$ cat src/rtl/spi_reg_bank.sv
// spi_reg_bank: SPI mode-0 target that decodes 16-bit write frames into the five
// 8-bit PWM control registers. Raw pads are synchronized into the clk domain.
// Optional readback path enabled by defining SPI_READBACK_EN.
module spi_reg_bank #(
  parameter int unsigned SYNC_STAGES = 2,
  parameter int unsigned ADDR_W      = 7,
  parameter int unsigned MAX_ADDR    = 4
) (
  input  logic       clk,
  input  logic       rst,
  input  logic       sclk,
  input  logic       copi,
  input  logic       ncs,
  output logic       cipo,
  output logic [7:0] en_reg_out_7_0,
  output logic [7:0] en_reg_out_15_8,
  output logic [7:0] en_reg_pwm_7_0,
  output logic [7:0] en_reg_pwm_15_8,
  output logic [7:0] pwm_duty_cycle,
  output logic       wr_strobe
);

  localparam int unsigned DATA_W  = 8;
  localparam int unsigned FRAME_W = 1 + ADDR_W + DATA_W;
  localparam int unsigned CNT_W   = 5;
  localparam int unsigned NREG    = MAX_ADDR + 1;

  typedef enum logic [1:0] {
    WAIT_IDLE = 2'd0,
    IDLE      = 2'd1,
    SHIFT     = 2'd2,
    OVERRUN   = 2'd3
  } state_t;

  logic [SYNC_STAGES-1:0] sclk_sync_q;
  logic [SYNC_STAGES-1:0] copi_sync_q;
  logic [SYNC_STAGES-1:0] ncs_sync_q;
  logic                   sclk_prev_q;
  logic                   ncs_prev_q;

  state_t                 state_q;
  logic [CNT_W-1:0]       cnt_q;
  logic [FRAME_W-1:0]     shift_q;
  logic [FRAME_W-1:0]     shift_d;
  logic [DATA_W-1:0]      regs_q [NREG];
  logic                   wr_strobe_q;

  logic                   sclk_s;
  logic                   copi_s;
  logic                   ncs_s;
  logic                   sclk_rise;
  logic                   ncs_rise;
  logic                   ncs_fall;
  logic [ADDR_W-1:0]      wr_addr;
  logic [DATA_W-1:0]      wr_data;
  logic                   commit;

  assign sclk_s    = sclk_sync_q[SYNC_STAGES-1];
  assign copi_s    = copi_sync_q[SYNC_STAGES-1];
  assign ncs_s     = ncs_sync_q[SYNC_STAGES-1];
  assign sclk_rise = sclk_s & ~sclk_prev_q;
  assign ncs_rise  = ncs_s & ~ncs_prev_q;
  assign ncs_fall  = ~ncs_s & ncs_prev_q;

  assign shift_d = {shift_q[FRAME_W-2:0], copi_s};
  assign wr_addr = shift_q[FRAME_W-2 -: ADDR_W];
  assign wr_data = shift_q[DATA_W-1:0];

  // A frame commits only when it closed cleanly with exactly FRAME_W bits of a write.
  assign commit = ncs_rise && (state_q == SHIFT) && (cnt_q == CNT_W'(FRAME_W)) &&
                  shift_q[FRAME_W-1] && (wr_addr <= ADDR_W'(MAX_ADDR));

  // Input synchronizers, edge-detect history, frame FSM and register file.
  always_ff @(posedge clk) begin
    if (rst) begin
      sclk_sync_q <= '0;
      copi_sync_q <= '0;
      ncs_sync_q  <= '1;
      sclk_prev_q <= 1'b0;
      ncs_prev_q  <= 1'b1;
      state_q     <= WAIT_IDLE;
      cnt_q       <= '0;
      shift_q     <= '0;
      wr_strobe_q <= 1'b0;
      for (int unsigned i = 0; i < NREG; i++) regs_q[i] <= '0;
    end else begin
      sclk_sync_q <= {sclk_sync_q[SYNC_STAGES-2:0], sclk};
      copi_sync_q <= {copi_sync_q[SYNC_STAGES-2:0], copi};
      ncs_sync_q  <= {ncs_sync_q[SYNC_STAGES-2:0], ncs};
      sclk_prev_q <= sclk_s;
      ncs_prev_q  <= ncs_s;
      wr_strobe_q <= commit;

      case (state_q)
        WAIT_IDLE: if (ncs_s) state_q <= IDLE;
        IDLE: begin
          if (ncs_fall) begin
            state_q <= SHIFT;
            cnt_q   <= '0;
            shift_q <= '0;
          end
        end
        SHIFT: begin
          if (ncs_rise) begin
            state_q <= IDLE;
          end else if (sclk_rise) begin
            if (cnt_q == CNT_W'(FRAME_W)) begin
              state_q <= OVERRUN;
            end else begin
              shift_q <= shift_d;
              cnt_q   <= cnt_q + CNT_W'(1);
            end
          end
        end
        OVERRUN: if (ncs_rise) state_q <= IDLE;
        default: state_q <= WAIT_IDLE;
      endcase

      for (int unsigned i = 0; i < NREG; i++) begin
        if (commit && (wr_addr == ADDR_W'(i))) regs_q[i] <= wr_data;
      end
    end
  end

  assign en_reg_out_7_0  = regs_q[0];
  assign en_reg_out_15_8 = regs_q[1];
  assign en_reg_pwm_7_0  = regs_q[2];
  assign en_reg_pwm_15_8 = regs_q[3];
  assign pwm_duty_cycle  = regs_q[4];
  assign wr_strobe       = wr_strobe_q;

`ifdef SPI_READBACK_EN
  localparam int unsigned HDR_W = 1 + ADDR_W;

  logic              sclk_fall;
  logic [ADDR_W-1:0] rd_addr;
  logic [DATA_W-1:0] rd_data;
  logic [DATA_W-1:0] tx_q;

  assign sclk_fall = ~sclk_s & sclk_prev_q;
  // Header is complete on the current rise: include the bit being sampled now.
  assign rd_addr   = {shift_q[ADDR_W-2:0], copi_s};

  // Readback mux; out-of-range addresses return register 0.
  always_comb begin
    rd_data = regs_q[0];
    for (int unsigned i = 0; i < NREG; i++) begin
      if (rd_addr == ADDR_W'(i)) rd_data = regs_q[i];
    end
  end

  // Tx shifter: load on the last header rise of a read; bit7 stays put across the
  // following fall so the host samples it on the next rise, then shift on later falls.
  always_ff @(posedge clk) begin
    if (rst) begin
      tx_q <= '0;
    end else if ((state_q != SHIFT) || ncs_rise) begin
      tx_q <= '0;
    end else if (sclk_rise && (cnt_q == CNT_W'(HDR_W - 1)) && !shift_q[HDR_W-2]) begin
      tx_q <= rd_data;
    end else if (sclk_fall && (cnt_q > CNT_W'(HDR_W))) begin
      tx_q <= {tx_q[DATA_W-2:0], 1'b0};
    end
  end

  assign cipo = tx_q[DATA_W-1];
`else
  assign cipo = 1'b0;
`endif

endmodule

$ cat config.mk
export PLATFORM = sky130hd
export DESIGN_NAME = spi_reg_bank
export DESIGN_NICKNAME = d
export VERILOG_FILES = /design/src/rtl/spi_reg_bank.sv
export SDC_FILE = /design/constraint.sdc
export NUM_CORES = 1
export LEC_CHECK = 0
export BUFFER_PORTS_ARGS = -buffer_cell sky130_fd_sc_hd__buf_2
export CORE_MARGIN = 5
export CORE_UTILIZATION = 47
export DETAILED_ROUTE_END_ITERATION = 8
export HOLD_SLACK_MARGIN = 0.06
export PLACE_DENSITY = 0.69
export SYNTH_ARGS = -nofsm -noshare
export SYNTH_HDL_FRONTEND = slang
export SYNTH_SLANG_ARGS = --single-unit
$ cat constraint.sdc
create_clock -name clk -period 3.3 [get_ports clk]
set_input_delay 0.165 -clock clk [delete_from_list [all_inputs] [get_ports clk]]
set_output_delay 0.165 -clock clk [all_outputs]
set_load 0.01 [all_outputs]
==> reports/qor.yml <==
status: "finished, final reports clean"
synth.distinct_cells: 47
clk_latency_ps: 340
final_net_count: 284
synth_top_area_share_pct: 42.4
synth_area_leader_cell: "edfxtp_1"
dieHeight_um: 87.7
synth_fp_nets: 234
clock-sinks: 72
hold_viol: 0
clockRootBuffer: "clkbuf_8"
drtIter0Drc: 131
use_met1_pct: 20.0
cp_max_fo: 9
finalCritPeriodShare_pct: 63.2
skew_ps: 8.70
startpoint_type: "register"
placed_area_mm2: 0.00311
routed-via-count: 1800
antenna_found_initial: 0
grt_pass1_vias: 1708
min_period_ps: 2090
tritoncts: "yes"
synth_seq_area_share_pct: 65.0
dr.pass1.iters: 4
crit_chain: "inv_1 -> ha_1 -> nor4b_4 -> nand4b_4 -> nor2_1 -> a31o_2"
cts_setup_buffers: 0
worst_pin_slew_ps: 897
p_per_area_mw_per_mm2: 571
grt_pass1_wl_um: 8540
final_common_cell: "buf_2"
worstSetupEndpointType: "register"
ant_nets: 0
layout_common_cells: "buf_2 (45), edfxtp_1 (40), dfxtp_1 (32)"
critPathArrivalTime_ps: 2110
yosysWarnings: 0
synth_area_leaders: "edfxtp_1 (42%), dfxtp_1 (23%), a21oi_1 (3.7%)"
grt_usage_pct: 14.8
core_area_mm2: 0.00589
fp-row-count: 28
drc: 0
max_freq_ghz: 0.479
fin_tns_setup_ps: 0
hold_class: "in -> reg"
die_width_um: 87.7
antenna_cells: 0
clk_path_buf_depth: 2
final_area_mm2: 0.00332
io_buffers: 45
maxSlewViolCount: 0
totalPowerFinal_w: 0.00190
dp_hpwl_um: 3660
overflow: 0
drive_above_1_share_pct: 30.2
rsz0062_at_grt: "no"
critical_path.slowest_cell: "ha_1"
gp_congestion: 0.733
ir_drop_mv: 0.291
synth.cell_area_mm2: 0.00284
finalSetupViolCount: 0
path_class: "reg -> reg"
crit_family: "simple AND/OR/NAND/NOR gates"
htree_num_levels: 3
synthCells: 223
synth_seq_cells: 72
cts_buffers: 9
routed_wl_um: 5190
cap_violations: 0
grtUsageMet3_pct: 4.33
initial_core_util_pct: 48.2
postCtsHoldBufs: 3
syn_area_per_cell_um2: 12.7
top_usage_layer: "met2"
slowest_delay_ps: 350
finalWorstSetupSlack_ps: 1210
post_cts_resized: 0
globalRouteMet2Util_pct: 21.4
wl_per_cell_um: 14.7
die-area_mm2: 0.00769
leakage_nw: 1.23
grt_max_degree: 23
viasPerCell: 5.10
path_clk_slew_ps: 80
preCtsSetupSlack_ps: 1210
nFillCells: 510
cp.required_ps: 3330
path_buf_inv: 1
pin_count: 47
syn_to_final_growth_pct: 17.1
slew_headroom_pct: 40.2
-- synth_stat cells (all sizes together) --
cell type,n
o41ai,1
buf,9
nor4b,1
clkbuf,3
nand2,4
inv,9
or2,3
dfxtp,32
nand3,18
a21oi,24
a31o,2
ha,6
nand2b,2
nand4b,1
o211ai,1
and2b,2
o311ai,1
and3,1
conb,1
and2,8
nand4,3
nor3,2
nor2b,9
nor2,5
o31ai,6
nor3b,1
edfxtp,40
or4,3
mux2i,1
o21ai,20
or2b,1
o31a,1
nand4bb,1
or3b,1
-- worst reg2reg max path, stage by stage, from the launching register on --
cell,delay [ps]
dfxtp_1,330
inv_1,100
ha_1,350
nor4b_4,300
nand4b_4,180
nor2_1,190
a31o_2,330
-- stage by stage --
stage	utilization, %	cells	hold WS [ps]
2_1_floorplan	-	223	237
3_3_place_gp	52.8	334	350
3_5_place_dp	52.8	334	355
4_1_cts	56.4	353	191
5_1_grt	56.4	353	203
6_report	56.4	353	198
-- power by group --
| part | internal, W | switching (W) | leakage (nW) |
|---|---|---|---|
| clock | 0.000287 | 0.000345 | 0.0916 |
| sequential | 0.000981 | 0.0000161 | 0.639 |
| combinational | 0.0000838 | 0.000183 | 0.497 |
-- kinds of logic (layout without fill, tap and decap cells) --
group	Yosys count	in the layout	synth area share, %
flops	72	72	65.0
simple gates	66	66	15.8
compound gates	56	56	12.1
buf+inv	21	76	3.93
fa+ha+maj	6	6	2.65
other cells	1	1	0.132
mux	1	1	0.353
-- area by class of cell --
type	count	area, µm²	share of cell area [%]
multi-input combinational	130	890	26.8
inverter	9	33.8	1.02
clock inverter	7	60.1	1.81
clock buffer	9	124	3.73
timing repair buffer	51	278	8.36
tap	75	93.8	2.83
sequential	72	1840	55.5
-- registers in the layout, summed over array words and instances, names as in the netlist --
| register | cells |
|---|---|
| copi_sync_q | 2 |
| regs_q | 40 |
| sclk_sync_q | 2 |
| ncs_sync_q | 2 |
| ncs_prev_q | 1 |
| cnt_q | 5 |
| state_q | 2 |
| sclk_prev_q | 1 |
| shift_q | 16 |
| wr_strobe | 1 |
-- per-layer routing --
metal	up-vias	part of all wire, %
met3	8	7.7
met1	831	47
li1	910	-
met5	-	0
met4	0	1.5
met2	51	44
-- path summary, 6_finish.rpt --
kind	depth (start not counted)	endpoint	slack (ps)	start
max	6	regs_q[0][17]	1210	state_q[0]
min	2	sclk_sync_q[1]	200	rst
max reg2reg	6	regs_q[0][17]	1210	state_q[0]
min reg2reg	1	ncs_sync_q[1]	420	ncs_sync_q[0]
Note: power is estimated with default switching activity, not from simulation.
